<file path="config.mk">
export PLATFORM = sky130hd
export DESIGN_NAME = spi_target
export DESIGN_NICKNAME = d
export VERILOG_FILES = /design/src/rtl/spi_pkg.sv /design/src/rtl/spi_sync.sv /design/src/rtl/spi_target.sv
export SDC_FILE = /design/constraint.sdc
export NUM_CORES = 1
export LEC_CHECK = 0
export ABC_AREA = 1
export BUFFER_PORTS_ARGS = -buffer_cell sky130_fd_sc_hd__buf_4
export CORE_UTILIZATION = 48
export DETAILED_ROUTE_END_ITERATION = 8
export PLACE_DENSITY = 0.69
export SLEW_MARGIN = 20
export SYNTH_ARGS = -nofsm -noshare
export SYNTH_HDL_FRONTEND = slang
export SYNTH_SLANG_ARGS = --single-unit
</file>
<file path="constraint.sdc">
create_clock -name clk -period 1.9 [get_ports clk]
set_input_delay 0.38 -clock clk [delete_from_list [all_inputs] [get_ports clk]]
set_output_delay 0.38 -clock clk [all_outputs]
set_load 0.05 [all_outputs]
</file>
<file path="src/rtl/spi_pkg.sv">
// spi_pkg: shared constants for the SPI target
package spi_pkg;
  localparam logic [7:0] SPI_FILL_BYTE = 8'hFF;
  localparam int SPI_RXFIFO_DEPTH = 4;
  localparam int SPI_PTR_W = $clog2(SPI_RXFIFO_DEPTH);
  localparam int SPI_CNT_W = 3;
endpackage

</file>
<file path="src/rtl/spi_sync.sv">
// spi_sync: multi-stage synchronizer with configurable reset value
module spi_sync #(
  parameter int STAGES = 2,
  parameter logic RST_VAL = 1'b0
) (
  input  logic clk,
  input  logic rst_n,
  input  logic d,
  output logic q
);
  logic [STAGES-1:0] sync_q, sync_d;
  // shift the pin value through the chain
  always_comb sync_d = {sync_q[STAGES-2:0], d};
  // synchronizer flops
  always_ff @(posedge clk or negedge rst_n)
    if (!rst_n) sync_q <= {STAGES{RST_VAL}};
    else sync_q <= sync_d;
  assign q = sync_q[STAGES-1];
endmodule

</file>
<file path="src/rtl/spi_target.sv">
// spi_target: oversampled SPI mode-0 target; define SPI_TARGET_RXFIFO_EN for a 4-entry RX FIFO
module spi_target
  import spi_pkg::*;
#(
  parameter int SYNC_STAGES = 2
) (
  input  logic       clk,
  input  logic       rst_n,
  input  logic       spi_sck,
  input  logic       spi_ss_n,
  input  logic       spi_mosi,
  output logic       spi_miso,
  output logic       spi_miso_oe,
  input  logic [7:0] txdata,
  input  logic       txload,
  output logic       txempty,
  output logic [7:0] rxdata,
  output logic       rxvalid,
  input  logic       rxread,
  output logic       active,
  output logic       overrun,
  output logic       underrun,
  input  logic       clrflags
);
  logic sck_s, mosi_s, ss_n_s;
  spi_sync #(.STAGES(SYNC_STAGES), .RST_VAL(1'b0)) u_sck (.clk(clk), .rst_n(rst_n), .d(spi_sck), .q(sck_s));
  spi_sync #(.STAGES(SYNC_STAGES), .RST_VAL(1'b0)) u_mosi (.clk(clk), .rst_n(rst_n), .d(spi_mosi), .q(mosi_s));
  spi_sync #(.STAGES(SYNC_STAGES), .RST_VAL(1'b1)) u_ss (.clk(clk), .rst_n(rst_n), .d(spi_ss_n), .q(ss_n_s));
  logic sck_prev_q, ss_prev_q, active_q, active_d, txempty_q, txempty_d;
  logic overrun_q, overrun_d, underrun_q, underrun_d;
  logic [SPI_CNT_W-1:0] cnt_q, cnt_d;
  logic [6:0] rx_sh_q, rx_sh_d;
  logic [7:0] tx_sh_q, tx_sh_d, hold_q, hold_d, rx_byte;
  logic live, sck_rise, sck_fall, reload, push, ovf;
`ifdef SPI_TARGET_RXFIFO_EN
  logic [7:0] mem_q [SPI_RXFIFO_DEPTH];
  logic [7:0] mem_d [SPI_RXFIFO_DEPTH];
  logic [SPI_PTR_W-1:0] rd_q, rd_d, wr_q, wr_d;
  logic [SPI_PTR_W:0] fill_q, fill_d;
  logic pop, full, acc;
`else
  logic [7:0] rxdata_q, rxdata_d;
  logic rxvalid_q, rxvalid_d;
`endif
  // edge detection, shift/count datapath, TX holding handshake and RX buffering
  always_comb begin
    live = active_q & ~ss_n_s;
    sck_rise = live & sck_s & ~sck_prev_q;
    sck_fall = live & ~sck_s & sck_prev_q;
    reload = (ss_prev_q & ~ss_n_s) | (sck_fall & (cnt_q == '0));
    push = sck_rise & (cnt_q == '1);
    rx_byte = {rx_sh_q, mosi_s};
    active_d = ~ss_n_s;
    cnt_d = live ? cnt_q + SPI_CNT_W'(sck_rise) : '0;
    rx_sh_d = live ? (sck_rise ? rx_byte[6:0] : rx_sh_q) : '0;
    tx_sh_d = reload ? (txempty_q ? SPI_FILL_BYTE : hold_q) : sck_fall ? {tx_sh_q[6:0], 1'b0} : tx_sh_q;
    hold_d = (txload & txempty_q & ~reload) ? txdata : hold_q;
    txempty_d = reload | (txempty_q & ~txload);
`ifdef SPI_TARGET_RXFIFO_EN
    pop = rxread & (fill_q != '0);
    full = fill_q == (SPI_PTR_W+1)'(SPI_RXFIFO_DEPTH);
    acc = push & (~full | pop);
    ovf = push & full & ~pop;
    mem_d = mem_q;
    if (acc) mem_d[wr_q] = rx_byte;
    wr_d = wr_q + SPI_PTR_W'(acc);
    rd_d = rd_q + SPI_PTR_W'(pop);
    fill_d = fill_q + (SPI_PTR_W+1)'(acc) - (SPI_PTR_W+1)'(pop);
`else
    rxdata_d = (push & (~rxvalid_q | rxread)) ? rx_byte : rxdata_q;
    rxvalid_d = push | (rxvalid_q & ~rxread);
    ovf = push & rxvalid_q & ~rxread;
`endif
    overrun_d = ovf | (overrun_q & ~clrflags);
    underrun_d = (reload & txempty_q) | (underrun_q & ~clrflags);
  end
  // state registers
  always_ff @(posedge clk or negedge rst_n)
    if (!rst_n) begin
      sck_prev_q <= 1'b0;
      ss_prev_q <= 1'b1;
      active_q <= 1'b0;
      cnt_q <= '0;
      rx_sh_q <= '0;
      tx_sh_q <= '0;
      hold_q <= '0;
      txempty_q <= 1'b1;
      overrun_q <= 1'b0;
      underrun_q <= 1'b0;
`ifdef SPI_TARGET_RXFIFO_EN
      mem_q <= '{default: '0};
      rd_q <= '0;
      wr_q <= '0;
      fill_q <= '0;
`else
      rxdata_q <= '0;
      rxvalid_q <= 1'b0;
`endif
    end else begin
      sck_prev_q <= sck_s;
      ss_prev_q <= ss_n_s;
      active_q <= active_d;
      cnt_q <= cnt_d;
      rx_sh_q <= rx_sh_d;
      tx_sh_q <= tx_sh_d;
      hold_q <= hold_d;
      txempty_q <= txempty_d;
      overrun_q <= overrun_d;
      underrun_q <= underrun_d;
`ifdef SPI_TARGET_RXFIFO_EN
      mem_q <= mem_d;
      rd_q <= rd_d;
      wr_q <= wr_d;
      fill_q <= fill_d;
`else
      rxdata_q <= rxdata_d;
      rxvalid_q <= rxvalid_d;
`endif
    end
`ifdef SPI_TARGET_RXFIFO_EN
  assign rxdata = mem_q[rd_q];
  assign rxvalid = fill_q != '0;
`else
  assign rxdata = rxdata_q;
  assign rxvalid = rxvalid_q;
`endif
  assign spi_miso = tx_sh_q[7] & active_q;
  assign spi_miso_oe = active_q;
  assign active = active_q;
  assign txempty = txempty_q;
  assign overrun = overrun_q;
  assign underrun = underrun_q;
endmodule

</file>
==> results.txt, run 1 <==
Top Family by Delay on Critical Path: flip-flops
Root Driver: clkbuf_8
Fin util: 59.7%
Worst setup margin: 0.344 ns
Power share of the clock group: 34.2%
Min Tclk post-route: 1.56 ns
CTS buffer count: 5
# setup viols final: 0
Layout cells sized above 1: 32.0%
Syn_nets: 230
#FFs+latches synth: 47
Pleak: 0.00121 uW
Mapped Area: 0.00207 mm2
Synth Instances: 212
Chip height: 67.6 um
CP max-delay cell: dfstp_2
Post-cts sizing count: 0
Required @ worst endpoint: 1.52 ns
PD cells: 899 mW/mm2
Seq/Total Area, Yosys: 57.1%
Reg2reg setup slack: 0.42 ns
Worst-Margin Slew: 0.587 ns
Initial Util: 50.9%
P&R area growth vs syn: 17.1%
Total GRT Usage: 18.3%
Die Area: 0.00457 mm2
Clock skew: 0.00688 ns
Clock-pin slew on the worst setup and hold paths: 0.09 ns
Count of buffers from port buffering: 30
Max clock buf depth: 2
Largest net degree at the start of global routing: 48
R2r startpoint: u_ss.sync_q[1]
Total internal power: 1620 uW
Slowest stage delay, CP: 0.64 ns
MaxCap Viol Count: 0
Post-synth EDFFs: 0
Hold Buf Count CTS: 0
Setup_tns: 0 ns
Final hold violation count: 0
HPWL Detailed: 2460 um
Total chip power: 2180 uW
HP Class: in -> async
VDD IR-drop max: 0.000506 V
Avg Inst Size Synth: 9.75 um2
Avg WL per Cell: 12.0 um
Top cells by area, synth: dfrtp_1, nand2_1, dfstp_2, o21ai_2, nor2_1
Die Width: 67.6 um
Reg power frac: 52.8%
Core area: 0.00406 mm2
Fin crit share: 81.9%
Final Wtd Congestion: 0.727
Initial DRT Pass Iterations: 4
Initial DRC Count: 91
Via/cell ratio: 4.81
Clock latency on the worst-skew pair: 0.29 ns
DRC viols: 0
Synth Flop Type: dfrtp_1
P_sw: 554 uW
Slew headroom: 60.8%
First-pass GRT wire length: 6110 um
Reg2Reg Depth: 7
Antenna cells: 0
Routed Antenna Nets: 0
Ports: 31
Synth top area share: 52.1%
FMAX: 643 MHz
Standard-cell rows: 23
Setup bufs post-CTS: 0
Htree depth: 2
RSZ-0062 raised after global routing: false
Slew Limit Fails: 0
Overall routed net length: 3510 um
Initial antenna violation count: 0
CP Launch Type: register
Vias in the first global route: 1,320
Routed vias: 1,415
Switching share of power: 25.5%
Nets: 261
Most frequent cells after synthesis: nand2_1, dfrtp_1, nor2_1
Distinct cells, synth: 23
Crit path cell chain: buf_4
Status: finished, final reports clean
Setup crit end kind: output port
Area leader, netlist: dfrtp_1
Post-Place Setup Slack: 0.404 ns
Synth warn: 0
Kind of critical path: reg -> out
Async S/R FF share, synth: 100%
Combinational share of power: 13.0%
Critical path fanouts, max: 11
Buf/Inv on CP: 1
Final global-route overflow total: 0
CTS Sinks: 47
Most frequent cell after synthesis: nand2_1
Reg2reg end: cnt_q[1]
WP data arrival: 1.18 ns
CTS tree: built
[registers in the layout (all words and copies together), names as in the netlist, 2 cells and up]
name,cells
cnt_q,3
hold_q,8
rx_sh_q,7
rxdata,8
tx_sh_q,8
u_mosi.sync_q,2
u_sck.sync_q,2
u_ss.sync_q,2
[final cells by class]
cell class,instances,area (um2)
fill,345,1640
sequential,47,1180
multi-input combinational,131,723
timing repair buffer,31,233
inverter,27,104
clock buffer,6,82.6
tap,50,62.6
clock inverter,2,35.0
[metal layers]
layer | track usage, % | vias up | share of wire [%]
met2 | 26.7 | 22 | 44
met1 | 26.9 | 666 | 52
met5 | 0 | - | 0
li1 | - | 723 | -
met4 | 6.38 | 0 | 1.3
met3 | 3.38 | 4 | 3.0
[per-stage QoR]
step	instance area (um2)	cells	hold slack (ns)
finish	2420	294	0.0816
floorplan	2070	212	0.0844
global route	2420	294	0.115
global placement	2300	286	0.331
CTS	2420	294	0.0957
detailed placement	2300	286	0.335
[worst max-delay path by stage]
stage	to	from	slack, ns	depth (start not counted)
global placement	cnt_q[2]	u_ss.sync_q[1]	0.45	7
detailed placement	cnt_q[1]	u_ss.sync_q[1]	0.40	7
CTS	txempty	txempty	0.33	1
floorplan	cnt_q[1]	active	0.33	6
global route	hold_q[0]	txempty	0.25	5
finish	txempty	txempty	0.34	1
[cells by family (layout without fill, tap and decap cells)]
kind of cell               count (synthesis)  in the layout  share of synthesized area (%)
AOI/OAI and AO/OA                         26             26                           8.53
adders and majority gates                  2              2                           1.21
buffers and inverters                     34             66                           7.87
and+or+nand+nor                          103            103                           25.2
DFF                                       47             47                           57.1
[cell usage in the layout (no fill, tap or decap)]
cell type / n
nand2_2: 5
buf_4: 31
nand2_4: 3
clkbuf_8: 6
nor2_8: 1
ha_1: 2
inv_2: 4
o22ai_1: 7
o21ai_0: 1
o21ai_1: 4
inv_4: 1
clkinv_2: 1
nand3_1: 12
nand3_2: 8
nor2_1: 23
dfrtp_1: 43
nand3_4: 1
a21oi_1: 4
bufinv_16: 1
o21ai_2: 10
inv_1: 22
nand2_1: 48
dfstp_2: 4
nor2_2: 2
[power groups by stage]
stage | clock network, uW | registers, uW | logic, uW
after floorplan | 0 | 1170 | 189
after global placement | 0 | 1170 | 280
after detailed placement | 0 | 1170 | 286
after CTS | 771 | 1150 | 287
after global routing | 818 | 1160 | 326
final | 745 | 1150 | 283
(Power assumes the default switching activity.)
==> inputs of run 2 (changes only) <==
--- a/config.mk
+++ b/config.mk
@@ -5,7 +5,7 @@
 export SDC_FILE = /design/constraint.sdc
 export NUM_CORES = 1
 export LEC_CHECK = 0
-export ABC_AREA = 1
+export ABC_AREA = 0
 export BUFFER_PORTS_ARGS = -buffer_cell sky130_fd_sc_hd__buf_4
 export CORE_UTILIZATION = 48
 export DETAILED_ROUTE_END_ITERATION = 8
==> constraint.sdc (replaced) <==
create_clock -name clk -period 1.6 [get_ports clk]
set_input_delay 0.32 -clock clk [delete_from_list [all_inputs] [get_ports clk]]
set_output_delay 0.32 -clock clk [all_outputs]
set_load 0.05 [all_outputs]
==> run 2 against run 1 <==
Utilization increased by 4.7 points; via count decreased by 5.1%; worst setup slack got worse by 0.36 ns; the flow now finishes with violations (negative setup slack); critical path depth increased by 3; non-clock buffer count increased by 12; largest power group unchanged; die area decreased by 6.6%; total power increased by 16%; first-iteration DRC count decreased by 15%.
==> results.txt, run 2 <==
Async S/R FF share, synth: 100%
Commonest non-fill, non-tap cell in the layout: dfrtp_1
Mapped Area: 0.00193 mm2
Ports: 31
Initial DRC Count: 77
Post-synth EDFFs: 0
Min Tclk post-route: 1.61 ns
CTS Sinks: 47
Count of buffers from port buffering: 30
Root Driver: clkbuf_8
Final Wtd Congestion: 0.827
Critical Path Sink: hold_q[3]
Via/cell ratio: 5.48
CP Launch Point: cnt_q[0]
Initial DRT Pass Iterations: 4
Fin crit share: 101%
Top cells by area, synth: dfrtp_1, mux2_4, dfstp_2, mux2_2, nand2_1
# setup viols final: 7
Htree depth: 2
Die Area: 0.00427 mm2
Avg WL per Cell: 15.3 um
Clock latency on the worst-skew pair: 0.30 ns
Synth Instances: 156
Chip height: 65.4 um
Initial antenna violation count: 0
Failing checks: negative setup slack
Reg2Reg Depth: 4
Seq/Total Area, Yosys: 61.3%
CTS buffer count: 5
PD cells: 1050 mW/mm2
FMAX: 621 MHz
Total GRT Usage: 19.7%
Worst setup margin: -0.0115 ns
Syn_nets: 174
Crit path cell chain: or3_4 -> o2111a_2 -> buf_12 -> mux2_4
Routed Antenna Nets: 0
Die Width: 65.4 um
Reg2reg setup slack: -0.01 ns
Clock skew: 0.00922 ns
Overall routed net length: 3750 um
Core area: 0.00374 mm2
Hold Buf Count CTS: 0
Avg Inst Size Synth: 12.4 um2
CP max-delay cell: or3_4
Setup crit end kind: register
Worst-Margin Slew: 0.567 ns
Critical path fanouts, max: 8
Max clock buf depth: 2
Distinct cells, synth: 30
Largest net degree at the start of global routing: 48
Final hold violation count: 0
Vias in the first global route: 1,295
Clock-pin slew on the worst setup and hold paths: 0.08 ns
Most frequent cells after synthesis: dfrtp_1, nand2_1
Area leader, netlist: dfrtp_1
RSZ-0062 raised after global routing: true
Synth Flop Type: dfrtp_1
Reg2reg end: hold_q[3]
WP data arrival: 1.80 ns
VDD IR-drop max: 0.000654 V
DRC viols: 0
Synth warn: 0
CTS tree: built
#FFs+latches synth: 47
Commonest non-fill, non-tap cells in the layout: dfrtp_1, buf_4, nand2_1
Register area: 0.00118 mm2
Status: finished with violations
Standard-cell rows: 22
Slew headroom: 62.2%
Total chip power: 2530 uW
Fin util: 64.3%
First-pass GRT wire length: 6090 um
Layout cells sized above 1: 39.6%
HPWL Detailed: 2650 um
Area of the multi-input gates: 703 um2
Initial Util: 51.5%
CP Launch Type: register
P&R area growth vs syn: 25.0%
MaxCap Viol Count: 0
Routed vias: 1,343
Nets: 214
Pleak: 0.00114 uW
Kind of critical path: reg -> reg
Synth top area share: 55.8%
Slew Limit Fails: 0
Slowest stage delay, CP: 0.40 ns
Most frequent cell after synthesis: dfrtp_1
Required @ worst endpoint: 1.78 ns
R2r startpoint: cnt_q[0]
FILL cells: 305
Antenna cells: 0
Final global-route overflow total: 0
HP Class: in -> async
==> run 2: changes by cell type in the layout (fill, tap and decap cells not counted), sizes merged, moves of 8 or more <==
cell	before	now
nor3	0	8
o21ai	15	1
buf	31	43
nand3	21	8
mux2	0	16
inv	27	4
nand2	56	17
nor2	26	2
==> run 2: metrics by stage <==
stage / setup slack, ns / instance area (um2) / instances / hold WS (ns) / setup TNS [ns]
after floorplan: -0.0696 / 1950 / 156 / 0.0244 / -0.557
after global placement: -0.0467 / 2260 / 236 / 0.335 / -0.371
after detailed placement: -0.143 / 2260 / 236 / 0.335 / -1.11
after CTS: -0.00251 / 2370 / 244 / 0.0278 / -0.00334
after global routing: -0.0449 / 2410 / 245 / 0.0479 / -0.319
final: -0.0115 / 2410 / 245 / 0.00113 / -0.0432
==> run 2: how the worst min path moves through the flow <==
stage                 endpoint  slack [ns]  cells after the start
2_1_floorplan           active        0.02                      0
3_3_place_gp   u_sck.sync_q[1]        0.33                      0
3_5_place_dp   u_sck.sync_q[1]        0.33                      0
4_1_cts                rxvalid        0.03                      1
5_1_grt              rxdata[7]        0.05                      1
6_report               rxvalid       0.001                      1
==> run 2: cell families after synthesis <==
logic type                 count (synthesis)  share of synthesized area [%]
adders and majority gates                  2                           1.30
AOI/OAI and AO/OA                         27                           9.55
buffers and inverters                     14                           3.51
and+or+nand+nor                           49                           13.0
xor gates and xnor gates                   1                          0.455
DFF                                       47                           61.3
muxes                                     16                           10.9
==> run 2: metal layers <==
metal	global-route usage [%]	share of wire, %	vias to the layer above
met2	30.0	48	33
met1	26.1	45	673
li1	-	-	630
met4	7.34	1.7	0
met3	6.42	4.9	7
met5	0	0	-
==> run 2: repair_timing <==
action	CTS	global route
resized for setup	2	4
pin swaps	2	1
endpoints found under the setup margin	8	12
buffers inserted	0	8
cloned	0	0
==> run 2: worst max-delay path: cells and delay by family (launching register included) <==
kind | cells | cell delay, ns
muxes | 1 | 0.29
buffers and inverters | 1 | 0.15
and+or+nand+nor | 1 | 0.40
AOI/OAI and AO/OA | 1 | 0.28
DFF | 1 | 0.38
==> run 2: where the power goes <==
| part | leakage, uW | internal [uW] | switching (uW) | total [uW] |
|---|---|---|---|---|
| clock | 0.0000515 | 394 | 383 | 777 |
| sequential | 0.000592 | 1310 | 77.4 | 1380 |
| combinational | 0.000500 | 187 | 179 | 366 |
==> run 2: area by class of cell <==
class	count	area share, %
inverter	4	0.623
sequential	47	49.1
clock buffer	8	4.16
multi-input combinational	95	29.2
timing repair buffer	43	14.4
tap	48	2.49
